===== src/rtl/issue_sched.sv =====
// Issue scheduler / CDB arbiter: one grant per cycle (div > mult > int/ls), reserving the result's CDB slot.
// Done is combinational from ready; ISSUE_SCHED_LRU_EN selects alternating int/ls tie-break instead of int > ls.
module issue_sched #(
    parameter int MULT_LAT = 4,
    parameter int DIV_LAT  = 7
) (
    input  logic       clk,
    input  logic       reset,
    input  logic       issueint_ready,
    input  logic       issuels_ready,
    input  logic       issuemult_ready,
    input  logic       issuediv_ready,
    output logic       issueint_done,
    output logic       issuels_done,
    output logic       issuemult_done,
    output logic       issuediv_done,
    output logic [1:0] cdb_sel,
    output logic       cdb_sel_valid,
    output logic       div_busy
);

    localparam logic [1:0] SEL_INT  = 2'd0;
    localparam logic [1:0] SEL_LS   = 2'd1;
    localparam logic [1:0] SEL_MULT = 2'd2;
    localparam logic [1:0] SEL_DIV  = 2'd3;

    logic [DIV_LAT-1:0]      rsv_q, rsv_d;
    logic [DIV_LAT-1:0][1:0] own_q, own_d;
    logic [3:0]              div_cnt_q, div_cnt_d;
    logic                    gnt_int, gnt_ls, gnt_mult, gnt_div;
    logic                    slot1_ok;
    logic                    int_pref;

`ifdef ISSUE_SCHED_LRU_EN
    // Set when int should win the next int/ls tie, i.e. ls was granted last.
    logic int_pref_q, int_pref_d;
    assign int_pref = int_pref_q;
`else
    assign int_pref = 1'b1;
`endif

    always_comb begin
        gnt_div  = issuediv_ready && (div_cnt_q == 4'd0);
        gnt_mult = !gnt_div && issuemult_ready && !rsv_q[MULT_LAT];
        slot1_ok = !gnt_div && !gnt_mult && !rsv_q[1];
        gnt_int  = slot1_ok && issueint_ready && (int_pref || !issuels_ready);
        gnt_ls   = slot1_ok && issuels_ready && !gnt_int;
    end

    assign issueint_done  = reset && gnt_int;
    assign issuels_done   = reset && gnt_ls;
    assign issuemult_done = reset && gnt_mult;
    assign issuediv_done  = reset && gnt_div;

    always_comb begin
        rsv_d = {1'b0, rsv_q[DIV_LAT-1:1]};
        own_d = {2'b00, own_q[DIV_LAT-1:1]};
        if (gnt_div) begin
            rsv_d[DIV_LAT-1] = 1'b1;
            own_d[DIV_LAT-1] = SEL_DIV;
        end else if (gnt_mult) begin
            rsv_d[MULT_LAT-1] = 1'b1;
            own_d[MULT_LAT-1] = SEL_MULT;
        end else if (gnt_int) begin
            rsv_d[0] = 1'b1;
            own_d[0] = SEL_INT;
        end else if (gnt_ls) begin
            rsv_d[0] = 1'b1;
            own_d[0] = SEL_LS;
        end
    end

    // Counter hits zero in the cycle the div result is on the CDB, so a new div can be granted then.
    always_comb begin
        div_cnt_d = div_cnt_q;
        if (gnt_div)
            div_cnt_d = 4'(DIV_LAT - 1);
        else if (div_cnt_q != 4'd0)
            div_cnt_d = div_cnt_q - 4'd1;
    end

    always_ff @(posedge clk or negedge reset) begin
        if (!reset) begin
            rsv_q     <= '0;
            own_q     <= '0;
            div_cnt_q <= 4'd0;
        end else begin
            rsv_q     <= rsv_d;
            own_q     <= own_d;
            div_cnt_q <= div_cnt_d;
        end
    end

`ifdef ISSUE_SCHED_LRU_EN
    always_comb begin
        int_pref_d = int_pref_q;
        if (gnt_int)
            int_pref_d = 1'b0;
        else if (gnt_ls)
            int_pref_d = 1'b1;
    end

    always_ff @(posedge clk or negedge reset) begin
        if (!reset)
            int_pref_q <= 1'b1;
        else
            int_pref_q <= int_pref_d;
    end
`endif

    assign cdb_sel_valid = rsv_q[0];
    assign cdb_sel       = rsv_q[0] ? own_q[0] : SEL_INT;
    assign div_busy      = (div_cnt_q != 4'd0);

endmodule


===== config.mk =====
export PLATFORM = sky130hd
export DESIGN_NAME = issue_sched
export DESIGN_NICKNAME = d
export VERILOG_FILES = /design/src/rtl/issue_sched.sv
export SDC_FILE = /design/constraint.sdc
export NUM_CORES = 1
export LEC_CHECK = 0
export CAP_MARGIN = 25
export CELL_PAD_IN_SITES_DETAIL_PLACEMENT = 2
export CELL_PAD_IN_SITES_GLOBAL_PLACEMENT = 2
export CORE_MARGIN = 2
export CORE_UTILIZATION = 33
export CTS_BUF_LIST = sky130_fd_sc_hd__clkbuf_8 sky130_fd_sc_hd__clkbuf_16
export CTS_CLUSTER_DIAMETER = 60
export DETAILED_ROUTE_END_ITERATION = 12
export PLACE_DENSITY_LB_ADDON = 0.12
export SYNTH_ARGS = -nofsm -noshare
export SYNTH_HDL_FRONTEND = slang
export SYNTH_SLANG_ARGS = --single-unit

===== constraint.sdc =====
create_clock -name clk -period 3 [get_ports clk]
set_input_delay 0.75 -clock clk [delete_from_list [all_inputs] [get_ports clk]]
set_output_delay 0.75 -clock clk [all_outputs]
set_load 0.1 [all_outputs]

==> flow_summary.yaml <==
critical_path:
  worstPathRequired_ns: 2.25
  r2r_slack_ns: 1.49
  worstSetupPathType: "input pin to primary output"
  r2r_cells: 5
  start_kind: "input pin"
  cp-end-kind: "primary output"
  arrival_ns: 2.08
  r2r_start: "div_cnt_q[0]$_DFFE_PN0P_"
  r2r-end: "div_cnt_q[1]$_DFFE_PN0P_"
  crit_path_max_fanout: 3
yosys:
  synth_area_leaders: "dfrtp_1 64%, ha_1 4.0%, and4b_1 3.2%"
  synth_edf_count: 0
  yosysTopAreaCellShare_pct: 64.1
  ys_async_sr_fraction_pct: 100
  post-synth-top-count-cell: "dfrtp_1"
  ys_seq_elements: 16
  yosysWarnings: 0
  synth_common_cells: "16 x dfrtp_1, 3 x and2_1, 3 x inv_1"
  syn_area_sq_um: 624
  synth_fp_nets: 55
  netlist_instances: 47
  ys.flop_type: "dfrtp_1"
  synth_cell_type_count: 22
  synth.largest_area_cell: "dfrtp_1"
  avgSynthCellArea_sq_um: 13.3
  ys_seq_area_share_pct: 64.1
cells_and_area:
  final_core_util_pct: 50.0
  nets: 74
  fill_cells: 169
  drive_gt1_share_pct: 28.1
  antenna_cells: 0
  regArea_sq_um: 400
  multi_input_area_sq_um: 201
  syn_to_final_growth_pct: 39.7
min_path:
  min_path_type: "flop to flop"
  min_to: "own_d[2]$_DFF_PN0_"
  hold_start: "own_d[4]$_DFF_PN0_"
  worstHoldPathCells: 0
power:
  irDropWorstVdd_mv: 0.376
  power_switching_uw: 320
  power_leakage_nw: 0.422
  power.internal_uw: 484
  pwr-share-clk_pct: 19.7
  combinationalPowerShare_pct: 41.7
  seq_power_share_pct: 38.6
  power_per_cell_area_nw_per_um2: 922
  swShare_pct: 39.8
placement:
  portBuffers: 13
  hpwl_um: 991
  pre_cts_ws_ns: 0.165
  place.gp.congestion: 0.696
floorplan:
  core_sq_um: 1750
  start_util_pct: 35.8
  num_rows: 15
  fp.dieH_um: 47.5
  ioPinCount: 14
  dieArea_sq_um: 2260
  chipWidth_um: 47.5
status:
  outcome: "complete, no violations"
sta:
  tightest_slew_ns: 0.369
  rsz0062_at_grt: "false"
  max_freq_mhz: 353
  hold_slack_ns: 0.352
  fin_worst_skew_ns: 0.00183
  fin_setup_tns_ns: 0
  fin_crit_ns: 2.83
  setup_viol: 0
  final_hold_viol_count: 0
  setup_slack_ns: 0.168
  worst_slew_margin_rel_pct: 75.3
  maxSlewViolCount: 0
  period_share_pct: 94.4
route:
  drc: 0
  dr.pass1.iters: 1
  ant_nets: 0
  vias: 418
  drt-wirelength-per-cell_um: 14.0
  met3WireLength_um: 55
  wl_mm: 1.25
  dr_wl_met2_um: 552
  routed_via_density: 4.70
  drt_iter0_drc: 0
  drt-met1-wl_um: 592
  routed.top_layer: "met4"
clock_network:
  clockBufferDepth: 2
  postCtsResizedCells: 0
  hold_buffers: 0
  cts_root_buf: "clkbuf_8"
  clkTransAtPathRegs_ns: 0.06
  cts_made_buffers: 3
  postCtsSetupRepairBufs: 0
  cts_htree_levels: 1
  cts_tree: "built"
  clk_latency_ns: 0.25
  cts_sinks: 16
grt:
  overflow: 0
  antenna_found_initial: 0
  grt_pass1_wl_mm: 1.99
  gr-usage-all-layers_pct: 14.3
  grt_max_degree: 11
  grt_pass1_vias: 426
run:
  cap_viol_max_count: 0
cell type report:
cell class,instances,share of cell area (%)
multi-input combinational,25,23.1
tap,25,3.59
timing repair buffer,16,20.9
inverter,4,1.72
sequential,16,45.9
clock buffer,3,4.73
critical path, stage by stage:
cell and delay (ns):
clkdlybuf4s50_1 0.53, nand4bb_1 0.17, and3_1 0.22, and4b_1 0.24, buf_12 0.17
metal layers:
| layer | GRT usage (%) | vias to the layer above |
|---|---|---|
| met2 | 18.9 | 11 |
| met4 | 11.7 | 0 |
| met5 | 0 | - |
| li1 | - | 193 |
| met1 | 18.8 | 209 |
| met3 | 4.53 | 5 |
power by group through the flow:
| stage | logic, mW | registers [mW] | clock network, mW |
|---|---|---|---|
| after floorplan | 0.233 | 0.325 | 0 |
| after global placement | 0.332 | 0.311 | 0 |
| after detailed placement | 0.340 | 0.315 | 0 |
| after CTS | 0.342 | 0.312 | 0.167 |
| after global routing | 0.355 | 0.319 | 0.177 |
| final | 0.336 | 0.311 | 0.158 |
kinds of logic (layout without fill, tap and decap cells):
group	count (synthesis)	count (layout)	share of synthesized area (%)
flip-flops	16	16	64.1
AND/OR/NAND/NOR	13	13	16.4
AO/OA/AOI/OAI	7	7	7.01
buffers and inverters	6	23	3.61
adder cells (fa/ha/maj)	2	2	4.01
multiplexers	2	2	3.41
XOR/XNOR	1	1	1.40
sequential cells by signal, indices dropped and copies added, names as in the netlist:
signal,cells
own_d,4
div_cnt_q,4
own_q,4
rsv_q,4
worst max path at each step:
stage | from | end | slack [ns] | depth (start not counted)
final | issuediv_ready | issuels_done | 0.17 | 5
after global routing | issuediv_ready | issuels_done | 0.13 | 5
after floorplan | issuediv_ready | issuels_done | 0.31 | 3
after detailed placement | issuediv_ready | issuels_done | 0.17 | 5
after global placement | issuediv_ready | issuels_done | 0.21 | 5
after CTS | issuediv_ready | issuels_done | 0.17 | 5
per-stage QoR:
| step | instances | area, sq um | power [mW] |
|---|---|---|---|
| final | 89 | 872 | 0.804 |
| after CTS | 89 | 872 | 0.820 |
| after global routing | 89 | 872 | 0.850 |
| after detailed placement | 86 | 831 | 0.655 |
| after global placement | 86 | 831 | 0.643 |
| after floorplan | 47 | 624 | 0.558 |
layout by cell type, fill, tap and decap left out, drive strengths merged:
| cell type | instances |
|---|---|
| xnor2 | 1 |
| or3b | 1 |
| mux2i | 1 |
| inv | 4 |
| ha | 2 |
| nand4bb | 1 |
| mux2 | 1 |
| clkdlybuf4s50 | 5 |
| nor3 | 1 |
| buf | 11 |
| clkbuf | 3 |
| a41oi | 1 |
| o21ai | 2 |
| a21o | 2 |
| and4b | 2 |
| and3 | 2 |
| a21oi | 2 |
| and2 | 3 |
| or3 | 1 |
| nor2 | 1 |
| dfrtp | 16 |
| nand2b | 1 |
No activity file was read; power rests on OpenSTA's default activity.
